$ cat src/rtl/demux_14_stage.sv
// Registered 1-to-4 valid/ready demultiplexer with a one-entry holding register
// and per-lane delivered-beat counters.
module demux_14_stage #(
  parameter int WIDTH = 8,
  parameter int CNT_W = 16
) (
  input  logic               clk,
  input  logic               rst,
  input  logic               in_valid,
  output logic               in_ready,
  input  logic [1:0]         in_sel,
  input  logic [WIDTH-1:0]   in_data,
  output logic [3:0]         out_valid,
  input  logic [3:0]         out_ready,
  output logic [WIDTH-1:0]   out_data,
  output logic [4*CNT_W-1:0] beat_cnt
);

  localparam logic EMPTY = 1'b0;
  localparam logic FULL  = 1'b1;

  logic               full_q, full_d;
  logic [1:0]         sel_q, sel_d;
  logic [WIDTH-1:0]   data_q, data_d;
  logic [4*CNT_W-1:0] cnt_q, cnt_d;
  logic               drain;
  logic               accept;

  // Draining the held beat frees the slot in the same cycle, so a new beat can
  // be taken back-to-back; this makes in_ready depend combinationally on out_ready.
  always_comb begin
    drain    = (full_q == FULL) && out_ready[sel_q];
    in_ready = (full_q == EMPTY) || drain;
    accept   = in_valid && in_ready;

    full_d = full_q;
    sel_d  = sel_q;
    data_d = data_q;
    if (accept) begin
      full_d = FULL;
      sel_d  = in_sel;
      data_d = in_data;
    end else if (drain) begin
      full_d = EMPTY;
    end
  end

  always_comb begin
    cnt_d = cnt_q;
    for (int i = 0; i < 4; i++) begin
      if (drain && (sel_q == 2'(i))) begin
        cnt_d[i*CNT_W +: CNT_W] = cnt_q[i*CNT_W +: CNT_W] + CNT_W'(1);
      end
    end
  end

  always_comb begin
    out_valid = 4'b0000;
    for (int i = 0; i < 4; i++) begin
      out_valid[i] = (full_q == FULL) && (sel_q == 2'(i));
    end
    out_data = data_q;
    beat_cnt = cnt_q;
  end

  // A beat still held when reset arrives is discarded.
  always_ff @(posedge clk) begin
    if (rst) begin
      full_q <= EMPTY;
      sel_q  <= 2'd0;
      data_q <= '0;
      cnt_q  <= '0;
    end else begin
      full_q <= full_d;
      sel_q  <= sel_d;
      data_q <= data_d;
      cnt_q  <= cnt_d;
    end
  end

endmodule
$ cat config.mk
export PLATFORM = sky130hd
export DESIGN_NAME = demux_14_stage
export DESIGN_NICKNAME = d
export VERILOG_FILES = /design/src/rtl/demux_14_stage.sv
export SDC_FILE = /design/constraint.sdc
export NUM_CORES = 1
export LEC_CHECK = 0
export CAP_MARGIN = 15
export CORE_MARGIN = 5
export CORE_UTILIZATION = 40
export DETAILED_ROUTE_END_ITERATION = 10
export PLACE_DENSITY_LB_ADDON = 0.25
export RECOVER_POWER = 25
export SLEW_MARGIN = 20
export SYNTH_ARGS = -nofsm -noshare
export SYNTH_HDL_FRONTEND = slang
export SYNTH_SLANG_ARGS = --single-unit
$ cat constraint.sdc
create_clock -name clk -period 2.5 [get_ports clk]
set_clock_uncertainty 0.15 [all_clocks]
set_input_delay 0.5 -clock clk [delete_from_list [all_inputs] [get_ports clk]]
set_output_delay 0.5 -clock clk [all_outputs]
set_load 0.03 [all_outputs]
==> impl_metrics.toml, run 1 <==
[status]
status = "finished clean"

[synthesis]
synth_top_area_share_pct = 44.6
synth_nets = 402
synth.cell_area_um2 = 3360
yosys-top-cells-area = "dfxtp_1 45%, xor2_1 7.3%, nor2_1 6.0%, nand4_1 4.1%, a21oi_1 3.4%"
yosysSeqAreaShare_pct = 44.6
ys_warn_count = 0
syn_inst = 381
synth_top_cell_by_area = "dfxtp_1"
synth_edf_count = 0
syn_area_per_cell_um2 = 8.83
synth_cell_type_count = 37
synth_seq_cells = 75
synth_ff_type = "dfxtp_1"
ys_async_sr_fraction_pct = 0

[placed_design]
io_buffers = 93
place_hpwl_mm = 5.94
dp_slack_ns = -0.429
dpl.cell_count = 577
place.gp.congestion = 0.793

[setup_path]
path_delay_family = "buffers and inverters"
r2r_cells = 6
r2r_end = "beat_cnt[47]$_SDFFE_PP0P_"
crit_type = "input pin to output port"
r2r_slack_ns = 0.37
crit_fanout = 2
setup.worst_path.start_class = "input pin"
worstPathArrival_ns = 1.80
cp.required_ns = 1.85
slowest_delay_ns = 0.47
r2r-start = "sel_q[1]$_SDFFE_PP0P_"
critPathBufInv = 2
critPathSlowestCell = "mux4_2"
end_kind = "output port"
path_cells = "clkdlybuf4s50_1, mux4_2, or2b_1, buf_6"

[layout]
finish.utilization_pct = 57.0
nNetsFinal = 505
final_common_cell = "clkdlybuf4s50_1"
final_cell_mix = "88 x clkdlybuf4s50_1, 74 x dfxtp_1, 54 x nor2_1, 28 x xor2_1, 23 x a21oi_1"
drive_above_1_share_pct = 7.77
final-instance-count-excl-fill = 595
area_growth_pct = 39.2

[sta]
max_clock_freq_mhz = 408
setup_viol = 0
tightest_slew_ns = 0.496
setup_slack_ns = 0.0463
grt_setup_unrepaired = "false"
hold_viol = 0
slew_viol_final = 0
fin_crit_ns = 2.45
relSlewSlack_pct = 66.9
min_period_over_period_pct = 98.1
hold_slack_ns = 0.335

[cts]
cts.sinks = 75
path_clk_slew_ns = 0.07
tritoncts = "yes"
cts_made_buffers = 9
clock_path_buffers = 2
cts-root-buf = "clkbuf_8"
h-tree-depth = 3
insertion_delay_ns = 0.34

[hold_path]
hp-class = "register to register"
holdPathEnd = "beat_cnt[15]$_SDFFE_PP0P_"
whs_path_depth = 2
worstHoldStart = "beat_cnt[15]$_SDFFE_PP0P_"

[floorplan]
rows = 33
fp.dieW_um = 102
die_h_um = 102
initial_core_util_pct = 40.9
core_um2 = 8220
die_area_um2 = 10300
num_io_pins = 94

[global_route]
grt_pass1_wl_mm = 13.7
grt_pass1_vias = 2970
track_usage_pct = 16.5
antenna_found_initial = 1
grt_overflow = 0
grt_max_degree = 35

[route]
route.top_layer_used = "met4"
route.met3.wl_um = 548
drc = 0
first_iter_violations = 110
ant_nets = 0
wire_per_inst_um = 13.7
avgViaCountPerCell = 5.14
drt_pass1_iterations = 4
vias = 3058
routed_wl_mm = 8.13
met2_length_mm = 3.81
met1_length_mm = 3.64

[power_and_ir_drop]
irDropWorstVdd_uv = 324
p_per_area_nw_per_um2 = 520
power_mw = 2.44
p_leak_nw = 1.70

[run]
drv_cap = 0
==> cell families (layout without fill, tap and decap cells) <==
logic type               Yosys count  after routing  synth area share [%]
other                              0              1                     0
flip-flops                        75             75                  44.6
AND/OR/NAND/NOR                  178            178                  28.5
XOR/XNOR                          36             36                  9.37
buffers and inverters             28            136                  3.35
adder cells (fa/ha/maj)            4              4                  1.49
AO/OA/AOI/OAI                     43             43                  7.03
multiplexers                      17             17                  5.62
==> synth_stat cells, types with 2 or more instances <==
cell	n
mux2_2	5
nand3_1	21
xnor2_1	8
a21oi_1	23
or3_1	10
clkbuf_1	10
and3_1	10
nor3_1	2
mux2i_1	11
xor2_1	28
nand4b_1	2
nor2_1	54
or4_1	7
nor3b_1	2
buf_2	6
buf_1	4
and4_1	9
nand2_1	20
o31ai_1	7
inv_1	8
and2_1	5
ha_1	4
nor4_1	2
o21ai_0	11
nand4_1	22
nor2b_1	5
dfxtp_1	75
==> state kept, by name, summed over array words and instances, names as in the netlist <==
register / flops
out_data: 8
beat_cnt: 64
sel_q: 2
full_q: 1
==> final cells by class <==
type / instances / area (µm²)
fillers: 733 / 3530
multi-input cells: 278 / 1750
flip-flops and latches: 75 / 1500
repair buffers: 112 / 1040
clock buffers: 12 / 155
well taps: 105 / 131
clock inverters: 4 / 72.6
inverters: 8 / 30.0
diodes: 1 / 2.50
==> through the flow <==
step | setup TNS [ns] | cell area [µm²]
after floorplan | 0 | 3360
after global placement | -0.555 | 4470
after detailed placement | -0.551 | 4470
after CTS | 0 | 4700
after global routing | 0 | 4680
final | 0 | 4680
==> what timing repair did <==
item	4_1_cts	5_1_grt
endpoints found under the hold margin	0	0
setup buffers	0	1
resized for setup	9	2
hold buffers	0	0
setup endpoints to repair	3	2
==> tightest hold or removal path, stage by stage, from the launching register on <==
cell and delay (ns):
dfxtp_1 0.32, o31ai_1 0.06, a21oi_1 0.05
==> where the power goes <==
group	total [mW]	leakage, nW	internal, mW	switching [mW]
sequential	1.22	0.606	1.21	0.0119
combinational	0.174	0.983	0.0807	0.0938
clock	1.04	0.113	0.616	0.428
==> layer usage <==
metal  global-route usage (%)  up-vias
li1                         -     1553
met1                     19.8     1434
met2                     27.1       62
met3                     5.37        9
met4                     6.65        0
met5                        0        -
==> worst max path at each step <==
stage / startpoint / endpoint / slack (ns) / cells after the start
after global routing: out_ready[1] / in_ready / 0.005 / 4
after CTS: out_ready[3] / in_ready / 0.004 / 4
after detailed placement: out_ready[3] / in_ready / -0.43 / 4
after global placement: out_ready[3] / in_ready / -0.43 / 4
final: out_ready[2] / in_ready / 0.05 / 4
after floorplan: beat_cnt[2]$_SDFFE_PP0P_ / beat_cnt[15]$_SDFFE_PP0P_ / 0.48 / 5
(Power assumes the default switching activity.)
==> inputs of run 2 (changes only) <==
Settings changed: MAX_ROUTING_LAYER from default to met4.
==> impl_metrics.toml, run 2 (synthesis results as in run 1) <==
[status]
status = "finished clean"

[sta]
tightest_slew_ns = 0.496
fin_crit_ns = 2.45
hold_slack_ns = 0.337
max_clock_freq_mhz = 408
hold_viol = 0
setup_viol = 0
min_period_over_period_pct = 98.1
relSlewSlack_pct = 66.9
setup_slack_ns = 0.0463
slew_viol_final = 0
grt_setup_unrepaired = "false"

[layout]
final_common_cell = "clkdlybuf4s50_1"
final_cell_mix = "88 x clkdlybuf4s50_1, 74 x dfxtp_1, 54 x nor2_1, 28 x xor2_1, 23 x a21oi_1"
final-instance-count-excl-fill = 595
drive_above_1_share_pct = 7.77
finish.utilization_pct = 57.0
area_growth_pct = 39.2
stdcell_area_um2 = 4680
nNetsFinal = 505
largest_register_ffs = 64

[placed_design]
place_hpwl_mm = 5.94
place_area_um2 = 4470
dp_slack_ns = -0.429
dpl.cell_count = 577
io_buffers = 93
place.gp.congestion = 0.804

[route]
met2_length_mm = 3.88
route.top_layer_used = "met4"
met1_length_mm = 3.67
wire_per_inst_um = 13.7
first_iter_violations = 109
route.met3.wl_um = 454
routed_wl_mm = 8.13
vias = 3074
drc = 0
avgViaCountPerCell = 5.17
drt_pass1_iterations = 6
ant_nets = 0

[setup_path]
path_cells = "clkdlybuf4s50_1, mux4_2, or2b_1, buf_6"
end_kind = "output port"
slowest_delay_ns = 0.47
setup.worst_path.start_class = "input pin"
r2r_slack_ns = 0.36
r2r_end = "beat_cnt[47]$_SDFFE_PP0P_"
path_delay_family = "buffers and inverters"
worstPathArrival_ns = 1.80
crit_type = "input pin to output port"
critPathBufInv = 2
r2r_cells = 6
cp.required_ns = 1.85
r2r-start = "sel_q[1]$_SDFFE_PP0P_"
critPathSlowestCell = "mux4_2"
crit_fanout = 2

[power_and_ir_drop]
irDropWorstVdd_uv = 325
p_leak_nw = 1.70
p_per_area_nw_per_um2 = 520

[floorplan]
fp.dieW_um = 102
num_io_pins = 94
core_um2 = 8220
rows = 33
die_area_um2 = 10300
die_h_um = 102
initial_core_util_pct = 40.9

[global_route]
grt_pass1_vias = 2963
antenna_found_initial = 1
grt_pass1_wl_mm = 13.7
track_usage_pct = 16.9
grt_overflow = 0
grt_max_degree = 35

[cts]
tritoncts = "yes"
insertion_delay_ns = 0.34
cts-root-buf = "clkbuf_8"
h-tree-depth = 3
clock_path_buffers = 2
cts_made_buffers = 9
path_clk_slew_ns = 0.08
cts.sinks = 75
hold_buffers = 0

[hold_path]
holdPathEnd = "beat_cnt[15]$_SDFFE_PP0P_"
hp-class = "register to register"
whs_path_depth = 2
worstHoldStart = "beat_cnt[15]$_SDFFE_PP0P_"

[run]
drv_cap = 0
-- run 2: cell counts in the layout (fill, tap and decap cells not counted) --
Identical to the previous run, type by type.
-- run 2: metrics by stage --
step | setup TNS [ns] | total power, mW
finish | 0 | 2.44
global route | 0 | 2.55
CTS | 0 | 2.48
detailed placement | -0.551 | 1.43
global placement | -0.555 | 1.42
floorplan | 0 | 1.34
-- run 2: layout make-up --
class	count	area, µm²
Multi-Input combinational cell	278	1750
Clock buffer	12	155
Sequential cell	75	1500
Tap cell	105	131
Antenna cell	1	2.50
Clock inverter	4	72.6
Timing Repair Buffer	112	1040
Inverter	8	30.0
Fill cell	733	3530
-- run 2: where the power goes --
part | internal [mW] | switching (mW)
sequential | 1.21 | 0.0121
clock | 0.616 | 0.426
combinational | 0.0807 | 0.0938
-- run 2: worst min-delay path: stages (launching register included) --
cell and delay, ns:
dfxtp_1 0.32, o31ai_1 0.06, a21oi_1 0.06
-- run 2: worst max path at each step --
stage / end / cells past startpoint / slack, ns / from
final: in_ready / 4 / 0.05 / out_ready[2]
after global routing: in_ready / 4 / 0.005 / out_ready[1]
after CTS: in_ready / 4 / 0.004 / out_ready[3]
after detailed placement: in_ready / 4 / -0.43 / out_ready[3]
after global placement: in_ready / 4 / -0.43 / out_ready[3]
after floorplan: beat_cnt[15]$_SDFFE_PP0P_ / 5 / 0.48 / beat_cnt[2]$_SDFFE_PP0P_
-- run 2: per-layer routing --
metal  track usage, %  vias up
met5                -        -
met4             6.65        0
met3             4.41       10
met2             27.2       63
met1             20.3     1445
li1                 -     1556
-- run 2: what timing repair did --
item | in CTS | in global routing
endpoints found under the hold margin | 0 | 0
pin swaps | 0 | 0
endpoints found under the setup margin | 3 | 2
resized for setup | 9 | 2
setup buffers | 0 | 1
==> inputs of run 3 (changes only) <==
Settings changed: CORE_ASPECT_RATIO from default to 1.1, HOLD_SLACK_MARGIN from default to 0.05.
==> impl_metrics.toml, run 3 (synthesis results as in run 1) <==
[sta]
max_clock_freq_mhz = 406
setup_viol = 0
hold_viol = 0
grt_setup_unrepaired = "false"
slew_viol_final = 0
min_period_over_period_pct = 98.4
fin_crit_ns = 2.46
relSlewSlack_pct = 68.3
tightest_slew_ns = 0.475

[cts]
tritoncts = "yes"
h-tree-depth = 3
cts-root-buf = "clkbuf_8"
cts.sinks = 75
clock_path_buffers = 2
hold_buffers = 0
path_clk_slew_ns = 0.07
cts_made_buffers = 9
insertion_delay_ns = 0.34

[setup_path]
r2r-start = "sel_q[1]$_SDFFE_PP0P_"
crit_type = "input pin to output port"
r2r_end = "beat_cnt[41]$_SDFFE_PP0P_"
setup.worst_path.start_class = "input pin"
worstPathArrival_ns = 1.81
cp.required_ns = 1.85
r2r_cells = 6
crit_fanout = 2
critPathSlowestCell = "mux4_2"
r2r_slack_ns = 0.23
slowest_delay_ns = 0.47
end_kind = "output port"
path_cells = "clkdlybuf4s50_1, mux4_2, or2b_1, buf_6"

[floorplan]
die_h_um = 106
num_io_pins = 94
rows = 35
fp.dieW_um = 97.4
initial_core_util_pct = 40.7
core_um2 = 8280
die_area_um2 = 10300

[hold_path]
worstHoldStart = "beat_cnt[31]$_SDFFE_PP0P_"
hp-class = "register to register"
holdPathEnd = "beat_cnt[31]$_SDFFE_PP0P_"
whs_path_depth = 2

[route]
ant_nets = 0
drc = 0
avgViaCountPerCell = 5.12
first_iter_violations = 97
drt_pass1_iterations = 4
wire_per_inst_um = 13.2
routed_wl_mm = 7.91
vias = 3063

[power_and_ir_drop]
irDropWorstVdd_uv = 446
power_mw = 2.56
p_per_area_nw_per_um2 = 543
p_leak_nw = 1.74

[placed_design]
place_hpwl_mm = 5.85
io_buffers = 93
dpl.cell_count = 580
place.gp.congestion = 0.793

[layout]
largest_register_ffs = 64
final_common_cell = "clkdlybuf4s50_1"
nNetsFinal = 503
drive_above_1_share_pct = 8.01
diodes = 0
final_cell_mix = "85 x clkdlybuf4s50_1, 74 x dfxtp_1, 54 x nor2_1, 28 x xor2_1, 23 x a21oi_1"
final-instance-count-excl-fill = 598
area_growth_pct = 40.1

[global_route]
track_usage_pct = 16.0
grt_overflow = 0
grt_max_degree = 34
grt_pass1_vias = 2971
grt_pass1_wl_mm = 13.5
antenna_found_initial = 0

[status]
status = "finished clean"

[run]
drv_cap = 0
## run 3: changes by cell type in the layout (fill, tap and decap cells not counted)
| cell | previous run | this run |
|---|---|---|
| clkinvlp_4 | 1 | 0 |
| dlymetal6s2s_1 | 1 | 2 |
| dlygate4sd2_1 | 2 | 4 |
| clkdlybuf4s50_1 | 88 | 85 |
| clkbuf_8 | 11 | 12 |
| bufinv_16 | 2 | 3 |
| diode_2 | 1 | 0 |
| clkbuf_1 | 9 | 6 |
## run 3: final cells by class
class,count,area [µm²]
clock inverter,4,95.1
tap,111,139
inverter,8,30.0
multi-input combinational,278,1750
fill,745,3560
timing repair buffer,110,1030
clock buffer,12,165
sequential,75,1500
## run 3: worst max-delay path: cells and delay by family
kind	cells	cell delay, ns
multiplexers	1	0.47
buffers and inverters	2	0.58
AND/OR/NAND/NOR	1	0.26
## run 3: how the worst max path moves through the flow
stage | slack (ns) | start | end | cells past startpoint
4_1_cts | 0.009 | out_ready[3] | in_ready | 4
2_1_floorplan | 0.48 | beat_cnt[2]$_SDFFE_PP0P_ | beat_cnt[15]$_SDFFE_PP0P_ | 5
3_3_place_gp | -0.01 | out_ready[0] | in_ready | 4
6_report | 0.04 | out_ready[1] | in_ready | 4
3_5_place_dp | -0.04 | out_ready[2] | in_ready | 4
5_1_grt | 0.009 | out_ready[1] | in_ready | 4
## run 3: power breakdown
part / switching, mW / internal, mW
registers: 0.0158 / 1.21
clock network: 0.430 / 0.744
logic: 0.0872 / 0.0772
total: 0.533 / 2.03
## run 3: stage by stage
| step | worst slack, ns | utilization (%) | hold WS [ns] | cell area (µm²) | setup TNS (ns) |
|---|---|---|---|---|---|
| 2_1_floorplan | 0.484 | - | 0.450 | 3360 | 0 |
| 3_3_place_gp | -0.0103 | 53.8 | 0.316 | 4460 | -0.0103 |
| 3_5_place_dp | -0.0427 | 53.8 | 0.331 | 4460 | -0.105 |
| 4_1_cts | 0.00857 | 57.1 | 0.343 | 4720 | 0 |
| 5_1_grt | 0.00945 | 57.0 | 0.361 | 4710 | 0 |
| 6_report | 0.0388 | 57.0 | 0.338 | 4710 | 0 |
## run 3: layer usage
metal	GRT usage [%]	part of all wire, %	wire length (µm)	vias to the layer above
li1	-	-	-	1542
met1	17.5	43	3440	1429
met2	26.5	48	3800	72
met3	5.25	5.9	468	20
met4	7.22	2.6	207	0
met5	-	0	0	-
## run 3: what timing repair did
item | 4_1_cts | 5_1_grt
setup buffers | 1 | 1
endpoints found under the setup margin | 3 | 2
gates resized for setup | 6 | 2
